File: src/rtl/rf_arbiter.sv
// Two-requester arbiter in front of a register file with one write port and two
// read ports. One access is in flight at a time, and round-robin breaks ties.
module rf_arbiter #(
    parameter bit ZERO_REG_PROTECT = 1'b1
) (
    input  logic        clk,
    input  logic        rst,
    input  logic [1:0]  req_valid,
    output logic [1:0]  req_ready,
    input  logic [1:0]  req_we,
    input  logic [9:0]  req_waddr,
    input  logic [63:0] req_wdata,
    input  logic [9:0]  req_raddr1,
    input  logic [9:0]  req_raddr2,
    output logic [1:0]  rsp_valid,
    output logic [31:0] rsp_data1,
    output logic [31:0] rsp_data2,
    output logic [1:0]  wr_ack,
    output logic        busy,
    output logic        mem_wr_en,
    output logic [4:0]  mem_wr_addr,
    output logic [31:0] mem_wr_data,
    output logic        mem_rd_en,
    output logic [4:0]  mem_rd_addr1,
    output logic [4:0]  mem_rd_addr2,
    input  logic [31:0] mem_rd_data1,
    input  logic [31:0] mem_rd_data2
);

    localparam int unsigned AW = 5;
    localparam int unsigned DW = 32;

    typedef enum logic [1:0] {
        IDLE = 2'd0,
        RD   = 2'd1,
        RSP  = 2'd2,
        WR   = 2'd3
    } state_t;

    state_t        state;
    state_t        state_d;
    logic          ptr;
    logic          gnt_idx;
    logic [AW-1:0] lat_waddr;
    logic [DW-1:0] lat_wdata;
    logic [AW-1:0] lat_raddr1;
    logic [AW-1:0] lat_raddr2;
    logic [DW-1:0] rsp_hold1;
    logic [DW-1:0] rsp_hold2;

    logic          sel_c;
    logic [1:0]    grant_c;
    logic          hs_c;
    logic          wr_blocked_c;

    // Arbitration: a lone requester wins, a tie goes to the round-robin pointer
    always_comb begin
        sel_c   = (req_valid == 2'b11) ? ptr : req_valid[1];
        grant_c = 2'b00;
        if ((state == IDLE) && rst && (req_valid != 2'b00)) begin
            grant_c = sel_c ? 2'b10 : 2'b01;
        end
        hs_c         = |(req_valid & grant_c);
        wr_blocked_c = ZERO_REG_PROTECT && (lat_waddr == '0);
    end

    // State register
    always_ff @(posedge clk or negedge rst) begin
        if (!rst) begin
            state <= IDLE;
        end else begin
            state <= state_d;
        end
    end

    // Next-state and output decode
    always_comb begin
        state_d      = state;
        req_ready    = 2'b00;
        rsp_valid    = 2'b00;
        wr_ack       = 2'b00;
        busy         = (state != IDLE);
        mem_rd_en    = 1'b0;
        mem_rd_addr1 = '0;
        mem_rd_addr2 = '0;
        mem_wr_en    = 1'b0;
        mem_wr_addr  = '0;
        mem_wr_data  = '0;
        rsp_data1    = rsp_hold1;
        rsp_data2    = rsp_hold2;
        case (state)
            IDLE: begin
                req_ready = grant_c;
                if (hs_c) begin
                    state_d = (sel_c ? req_we[1] : req_we[0]) ? WR : RD;
                end
            end
            RD: begin
                mem_rd_en    = 1'b1;
                mem_rd_addr1 = lat_raddr1;
                mem_rd_addr2 = lat_raddr2;
                state_d      = RSP;
            end
            RSP: begin
                // Read data arrives registered from the memory in this cycle
                rsp_valid = gnt_idx ? 2'b10 : 2'b01;
                rsp_data1 = mem_rd_data1;
                rsp_data2 = mem_rd_data2;
                state_d   = IDLE;
            end
            WR: begin
                wr_ack = gnt_idx ? 2'b10 : 2'b01;
                // Address and data stay parked at zero unless a write really commits
                if (!wr_blocked_c) begin
                    mem_wr_en   = 1'b1;
                    mem_wr_addr = lat_waddr;
                    mem_wr_data = lat_wdata;
                end
                state_d = IDLE;
            end
            default: state_d = IDLE;
        endcase
    end

    // Capture the granted request and advance the round-robin pointer
    always_ff @(posedge clk or negedge rst) begin
        if (!rst) begin
            ptr        <= 1'b0;
            gnt_idx    <= 1'b0;
            lat_waddr  <= '0;
            lat_wdata  <= '0;
            lat_raddr1 <= '0;
            lat_raddr2 <= '0;
        end else if (hs_c) begin
            ptr        <= ~sel_c;
            gnt_idx    <= sel_c;
            lat_waddr  <= sel_c ? req_waddr[9:5]    : req_waddr[4:0];
            lat_wdata  <= sel_c ? req_wdata[63:32]  : req_wdata[31:0];
            lat_raddr1 <= sel_c ? req_raddr1[9:5]   : req_raddr1[4:0];
            lat_raddr2 <= sel_c ? req_raddr2[9:5]   : req_raddr2[4:0];
        end
    end

    // Keep the last read response visible between strobes
    always_ff @(posedge clk or negedge rst) begin
        if (!rst) begin
            rsp_hold1 <= '0;
            rsp_hold2 <= '0;
        end else if (state == RSP) begin
            rsp_hold1 <= mem_rd_data1;
            rsp_hold2 <= mem_rd_data2;
        end
    end

endmodule

File: config.mk
export PLATFORM = sky130hd
export DESIGN_NAME = rf_arbiter
export DESIGN_NICKNAME = d
export VERILOG_FILES = /design/src/rtl/rf_arbiter.sv
export SDC_FILE = /design/constraint.sdc
export NUM_CORES = 1
export LEC_CHECK = 0
export CAP_MARGIN = 0
export CORE_MARGIN = 5
export CORE_UTILIZATION = 36
export DETAILED_ROUTE_END_ITERATION = 16
export PLACE_DENSITY = 0.89
export SYNTH_ARGS = -nofsm -noshare
export SYNTH_HDL_FRONTEND = slang
export SYNTH_SLANG_ARGS = --single-unit
File: constraint.sdc
create_clock -name clk -period 1.55 [get_ports clk]
set_clock_uncertainty 0.1 [all_clocks]
set_input_delay 0.31 -clock clk [delete_from_list [all_inputs] [get_ports clk]]
set_output_delay 0.31 -clock clk [all_outputs]
set_load 0.01 [all_outputs]
==> metrics.txt, run 1 <==
first-pass GRT wire length=around 28000 microns; sequential share of power=between 20% and 30%; maxcap violations=0; H-tree depth=4; flops & latches, synth=115; overall routed net length=20600 microns; final setup fails=219; number of detailed-route iterations in the first pass=4; fmax=421 MHz; gr usage total=around a fifth; largest net degree at the start of global routing=roughly 120; Hold WC Path Type=input pin to asynchronous set/reset pin; Num CTS Buffers=17; clock share of power=a little under a quarter; Detailed Place HPWL=around 12000 microns; actual slew at the worst max-slew pin=between 600 and 700 ps; Crit Path Max Fanout=7; syn nets=580; initial antenna violation count=1; Remaining Overflow, GRT=0; WP data required=about 1100 ps; CP Class=flip-flop to output port; core area=between 0.01 and 0.015 sq mm; switching portion of total power=just over 30%; initial core utilization=a little over a third; register area share after synthesis=a little over half; synthesized area per cell=approximately 13 sq um; failing checks=setup timing; max-slew violations=0; number of distinct library cells after synthesis=26; Int Power=~11000 uW; FILL cells=roughly 940; DR vias/cell=4.78; post-synth top area share=a little over half; pwr dens=1550 mW/mm^2; ys flop type=dfrtp_1; worst slack at placement=-653 ps; Final #Nets=roughly 970; Final period util=153%; reg2reg setup slack=-360 ps; Placed Area=0.00848 sq mm; post-layout min period=2380 ps; full die area=0.0172 sq mm; layout cell share with drive strength beyond 1=47.7%; TritonCTS clock tree=yes; RSZ-0062 raised after global routing=true; Worst-Skew Late Latency=400 ps; Leakage=roughly 0.0051 uW; Slew Limit Headroom=between 50% and 60%; Routed Antenna Nets=0; Hold Vio Cnt, Final=0; Initial DRC Count=about 170; Core Util, Final=between 70% and 80%; fraction of registers with async set/reset=between 90% and 100%; Synth Cell Area=0.00529 sq mm; Die Span X=around 130 microns; largest cells by area after synthesis=dfrtp_1 (54%), mux2_4 (11%), mux2i_1 (9.1%); Multi-input gate area=0.00251 sq mm; vias after detailed routing=about 4800; Residual DRC=0; Seq. cell area=between 0.002 and 0.003 sq mm; Arr. time, crit path=1970 ps; Die Span Y=approximately 130 microns; DR WL/cell=about 20 microns; crit path setup slack, layout=-828 ps; largest area contributor in the netlist=dfrtp_1; startpoint types=flip-flop; Post-synth EDFFs=0; Clock Path Buffers=2; # rows=44; nature of the critical path endpoint=output port; Gate power share=47.5%; input/output buffers=283; clk sinks=about 120; Mapped Cells=roughly 420; YS warnings=0; vias in the first global route=~5000; Switching Power=between 4000 and 5000 uW; RD Place Congestion=around 0.76; I/O pins=~280; Non-Filler Instances=roughly 1000; Clock Pin Slew Worst Setup and Hold Paths=approximately 50 ps; clk root buf=clkbuf_16; area grow syn2layout=98.4%; Peak VDD IR=around 1.0 mV; design area=0.0105 sq mm; status=finished, violations left; Placed Instances=roughly 900
-- power by group through the flow --
stage | Combinational [uW] | Sequential (uW) | Clock (uW)
finish | 7740 | 4840 | 3710
global route | 8190 | 4980 | 3930
CTS | 6130 | 4780 | 3800
detailed placement | 5970 | 4810 | 0
global placement | 5840 | 4720 | 0
floorplan | 2930 | 4650 | 0
-- per-layer routing --
metal | track usage [%] | vias up | wire length [microns]
met5 | 0 | - | 0
met4 | 7.51 | 0 | 516
met3 | 6.27 | 31 | 1420
met2 | 35.9 | 201 | 10700
met1 | 23.0 | 2356 | 8030
li1 | - | 2227 | -
-- registers in the layout, indices dropped and copies added (netlist names) --
register,flops
state,2
lat_waddr,5
lat_wdata,32
lat_raddr1,5
rsp_hold1,32
ptr,1
lat_raddr2,5
gnt_idx,1
rsp_hold2,32
-- worst max-delay path, cell delays in order (launching register included) --
cell and delay, ps:
dfrtp_1 390, buf_6 130, nor2b_4 120, buf_4 150, buf_12 130, mux2_2 350, dlygate4sd2_1 290
-- kinds of logic (layout without fill, tap and decap cells) --
family | Yosys count | after routing | share of synthesized area [%]
DFF | 115 | 115 | 54.4
AOI/OAI and AO/OA | 53 | 53 | 5.40
buffers and inverters | 30 | 436 | 4.40
muxes | 112 | 112 | 25.4
other | 0 | 1 | 0
and+or+nand+nor | 106 | 106 | 10.3
-- metrics by stage --
stage          TNS [ps]  hold WS [ps]  power [uW]
2_1_floorplan     -3740         -85.6        7570
3_3_place_gp     -86980           145       10600
3_5_place_dp     -87520           137       10800
4_1_cts          -98480           268       14700
5_1_grt         -114120           281       17100
6_report         -99570           275       16300
-- synthesized netlist by cell type, types with 2 or more instances --
master    count
dfrtp_1     115
mux2_2       26
buf_12        4
inv_1         4
nor2b_1       3
and2_1       43
nand2_1      48
nor2_1        3
buf_2         8
clkbuf_2      6
o21ai_1      47
and3_1        6
clkbuf_4      2
buf_6         2
mux2_4       38
mux2i_1      48
buf_4         4
-- final timing paths --
path	from	end	cells past startpoint
setup / recovery	state[0]	rsp_data1[9]	6
hold / removal	rst	ptr	3
setup reg to reg	state[0]	lat_wdata[25]	10
hold reg to reg	lat_wdata[23]	lat_wdata[23]	2
max in group asynchronous	rst	lat_wdata[10]	4
min in group clk	lat_wdata[23]	lat_wdata[23]	2
-- cell usage in the layout, fill, tap and decap left out, types with 24 or more instances in the layout --
cell type and instances:
clkdlybuf4s50_1 162, buf_4 55, mux2i_1 47, buf_6 109, clkbuf_16 31, o21ai_2 25, mux2_4 59, and2_1 24
nand2_1 41, dfrtp_1 115
-- timing repair --
| action | 4_1_cts | 5_1_grt |
|---|---|---|
| gates cloned | 7 | 17 |
| hold endpoints to repair | 1 | 0 |
| hold buffers | 1 | 0 |
| setup buffers | 35 | 25 |
| pin swaps | 21 | 6 |
| setup endpoints to repair | 181 | 230 |
| resized for setup | 442 | 254 |
-- layout make-up --
cell class / instances / area share [%]
Antenna cell: 1 / 0.0239
Clock buffer: 20 / 4.45
Multi-Input combinational cell: 271 / 24.0
Sequential cell: 115 / 27.4
Clock inverter: 12 / 1.01
Tap cell: 184 / 2.19
Timing Repair Buffer: 400 / 40.8
Inverter: 4 / 0.143
Power figures use the tool's default switching activity.
==> run 2: changes to the inputs <==
- SKIP_CTS_REPAIR_TIMING: not set -> 1
==> run 2 against run 1 <==
- the flow still finishes with violations (setup timing)
- worst hold slack better by 14 ps
- wire length is 14% lower
- clock power hardly changed
- setup slack worse by 160 ps
- utilization is 7.3 points lower
- non-clock buffer count is 30 lower
- critical path type unchanged
==> metrics.txt, run 2 (synthesis gave the netlist of run 1 again) <==
Seq. cell area=between 0.002 and 0.003 sq mm; largest registers=lat_wdata x32, rsp_hold1 x32, rsp_hold2 x32; FILL cells=between 1000 and 1500; Arr. time, crit path=2130 ps; TNS Setup=-90010 ps; final setup fails=205; Slew Limit Headroom=approximately 58%; nature of the critical path endpoint=output port; Final #Nets=~940; most frequent cells in the layout=clkdlybuf4s50_1 (162), dfrtp_1 (115), clkbuf_2 (84); first-pass GRT wire length=roughly 25000 microns; Die Span Y=approximately 130 microns; vias after detailed routing=about 4500; fmax=394 MHz; crit path setup slack, layout=-991 ps; Clock Path Buffers=2; max-slew violations=0; switching portion of total power=between 30 and 40%; Num CTS Buffers=17; met1 WL=roughly 7000 microns; failing checks=setup timing; DR vias/cell=approximately 4.6; area grow syn2layout=78.5%; Crit Path Max Fanout=7; gr usage total=between 10% and 20%; H-tree depth=4; layout cell share with drive strength beyond 1=around two fifths; Peak VDD IR=~1.0 mV; Leakage=around 0.0046 uW; met2 routed WL=approximately 9000 microns; Initial DRC Count=roughly 170; Detailed Place HPWL=11900 microns; largest net degree at the start of global routing=around 120; Residual DRC=0; Routed Antenna Nets=0; clock share of power=25.1%; DR WL met3=around 1200 microns; I/O pins=approximately 280; Worst-Skew Late Latency=roughly 400 ps; RSZ-0062 raised after global routing=true; clk sinks=~120; initial antenna violation count=1; # rows=between 40 and 50; post-layout min period=2540 ps; full die area=roughly 0.017 sq mm; status=finished, violations left; startpoint types=flip-flop; clk root buf=clkbuf_16; Non-Filler Instances=977; initial core utilization=a little over a third; pwr dens=roughly 1600 mW/mm^2; vias in the first global route=around 4600; overall routed net length=17800 microns; Switching Power=between 4000 and 5000 uW; actual slew at the worst max-slew pin=approximately 620 ps; Final period util=164%; Multi-input gate area=~0.0023 sq mm; most common cell after layout, fill and taps aside=clkdlybuf4s50_1; Remaining Overflow, GRT=0; RD Place Congestion=0.760; sequential share of power=about 33%; Placed Instances=893; Gate power share=between 40% and 50%; Int Power=between 10000 and 15000 uW; DR WL/cell=roughly 18 microns; Top Metal Used=met4; number of detailed-route iterations in the first pass=4; Hold Vio Cnt, Final=0; CP Class=flip-flop to output port; maxcap violations=0; input/output buffers=between 200 and 300; Clock Pin Slew Worst Setup and Hold Paths=50 ps; WP data required=between 1000 and 1500 ps; TritonCTS clock tree=yes; Die Span X=about 130 microns; Hold WC Path Type=input pin to asynchronous set/reset pin; core area=0.0145 sq mm
[run 2: stage by stage]
step	cell area [sq um]	utilization [%]	power [uW]	hold WS [ps]	setup WS, ps
after floorplan	5290	-	7570	-85.6	-90.2
after global placement	8480	58.6	10600	145	-642
after detailed placement	8480	58.6	10800	137	-653
after CTS	9050	62.5	14600	-301	-1110
after global routing	9440	65.2	15600	283	-1080
final	9440	65.2	14800	289	-991
[run 2: final timing paths]
| path | slack [ps] | start | end | cells past startpoint |
|---|---|---|---|---|
| hold reg to reg | 370 | lat_wdata[22] | lat_wdata[22] | 2 |
| hold / removal | 290 | rst | ptr | 3 |
| min in group clk | 370 | lat_wdata[22] | lat_wdata[22] | 2 |
| setup reg to reg | -330 | state[0] | state[1] | 7 |
| max in group asynchronous | 260 | rst | lat_wdata[22] | 4 |
| setup / recovery | -990 | state[0] | rsp_data2[25] | 9 |
[run 2: cell type report]
type | instances | area share, %
Tap cell | 184 | 2.44
Sequential cell | 115 | 30.5
Timing Repair Buffer | 370 | 36.1
Clock buffer | 20 | 4.95
Clock inverter | 12 | 1.13
Multi-Input combinational cell | 271 | 24.7
Antenna cell | 1 | 0.0265
Inverter | 4 | 0.159
[run 2: metal layers]
| layer | GRT usage, % | vias to the layer above |
|---|---|---|
| met5 | 0 | - |
| met4 | 6.64 | 0 |
| met3 | 7.11 | 27 |
| met2 | 30.7 | 172 |
| met1 | 20.3 | 2144 |
| li1 | - | 2161 |
[run 2: critical path: stages, from the launching register on]
cell and delay, ps:
dfrtp_1 440, nor2b_4 190, buf_4 130, buf_6 80, buf_6 90, buf_4 110, buf_12 120, buf_4 110
mux2_2 330, clkbuf_2 130
[run 2: power groups by stage]
stage / Clock [uW] / Sequential (uW) / Combinational [uW]
floorplan: 0 / 4650 / 2930
global placement: 0 / 4720 / 5840
detailed placement: 0 / 4810 / 5970
CTS: 3800 / 4770 / 6010
global route: 3940 / 4950 / 6720
finish: 3700 / 4800 / 6270
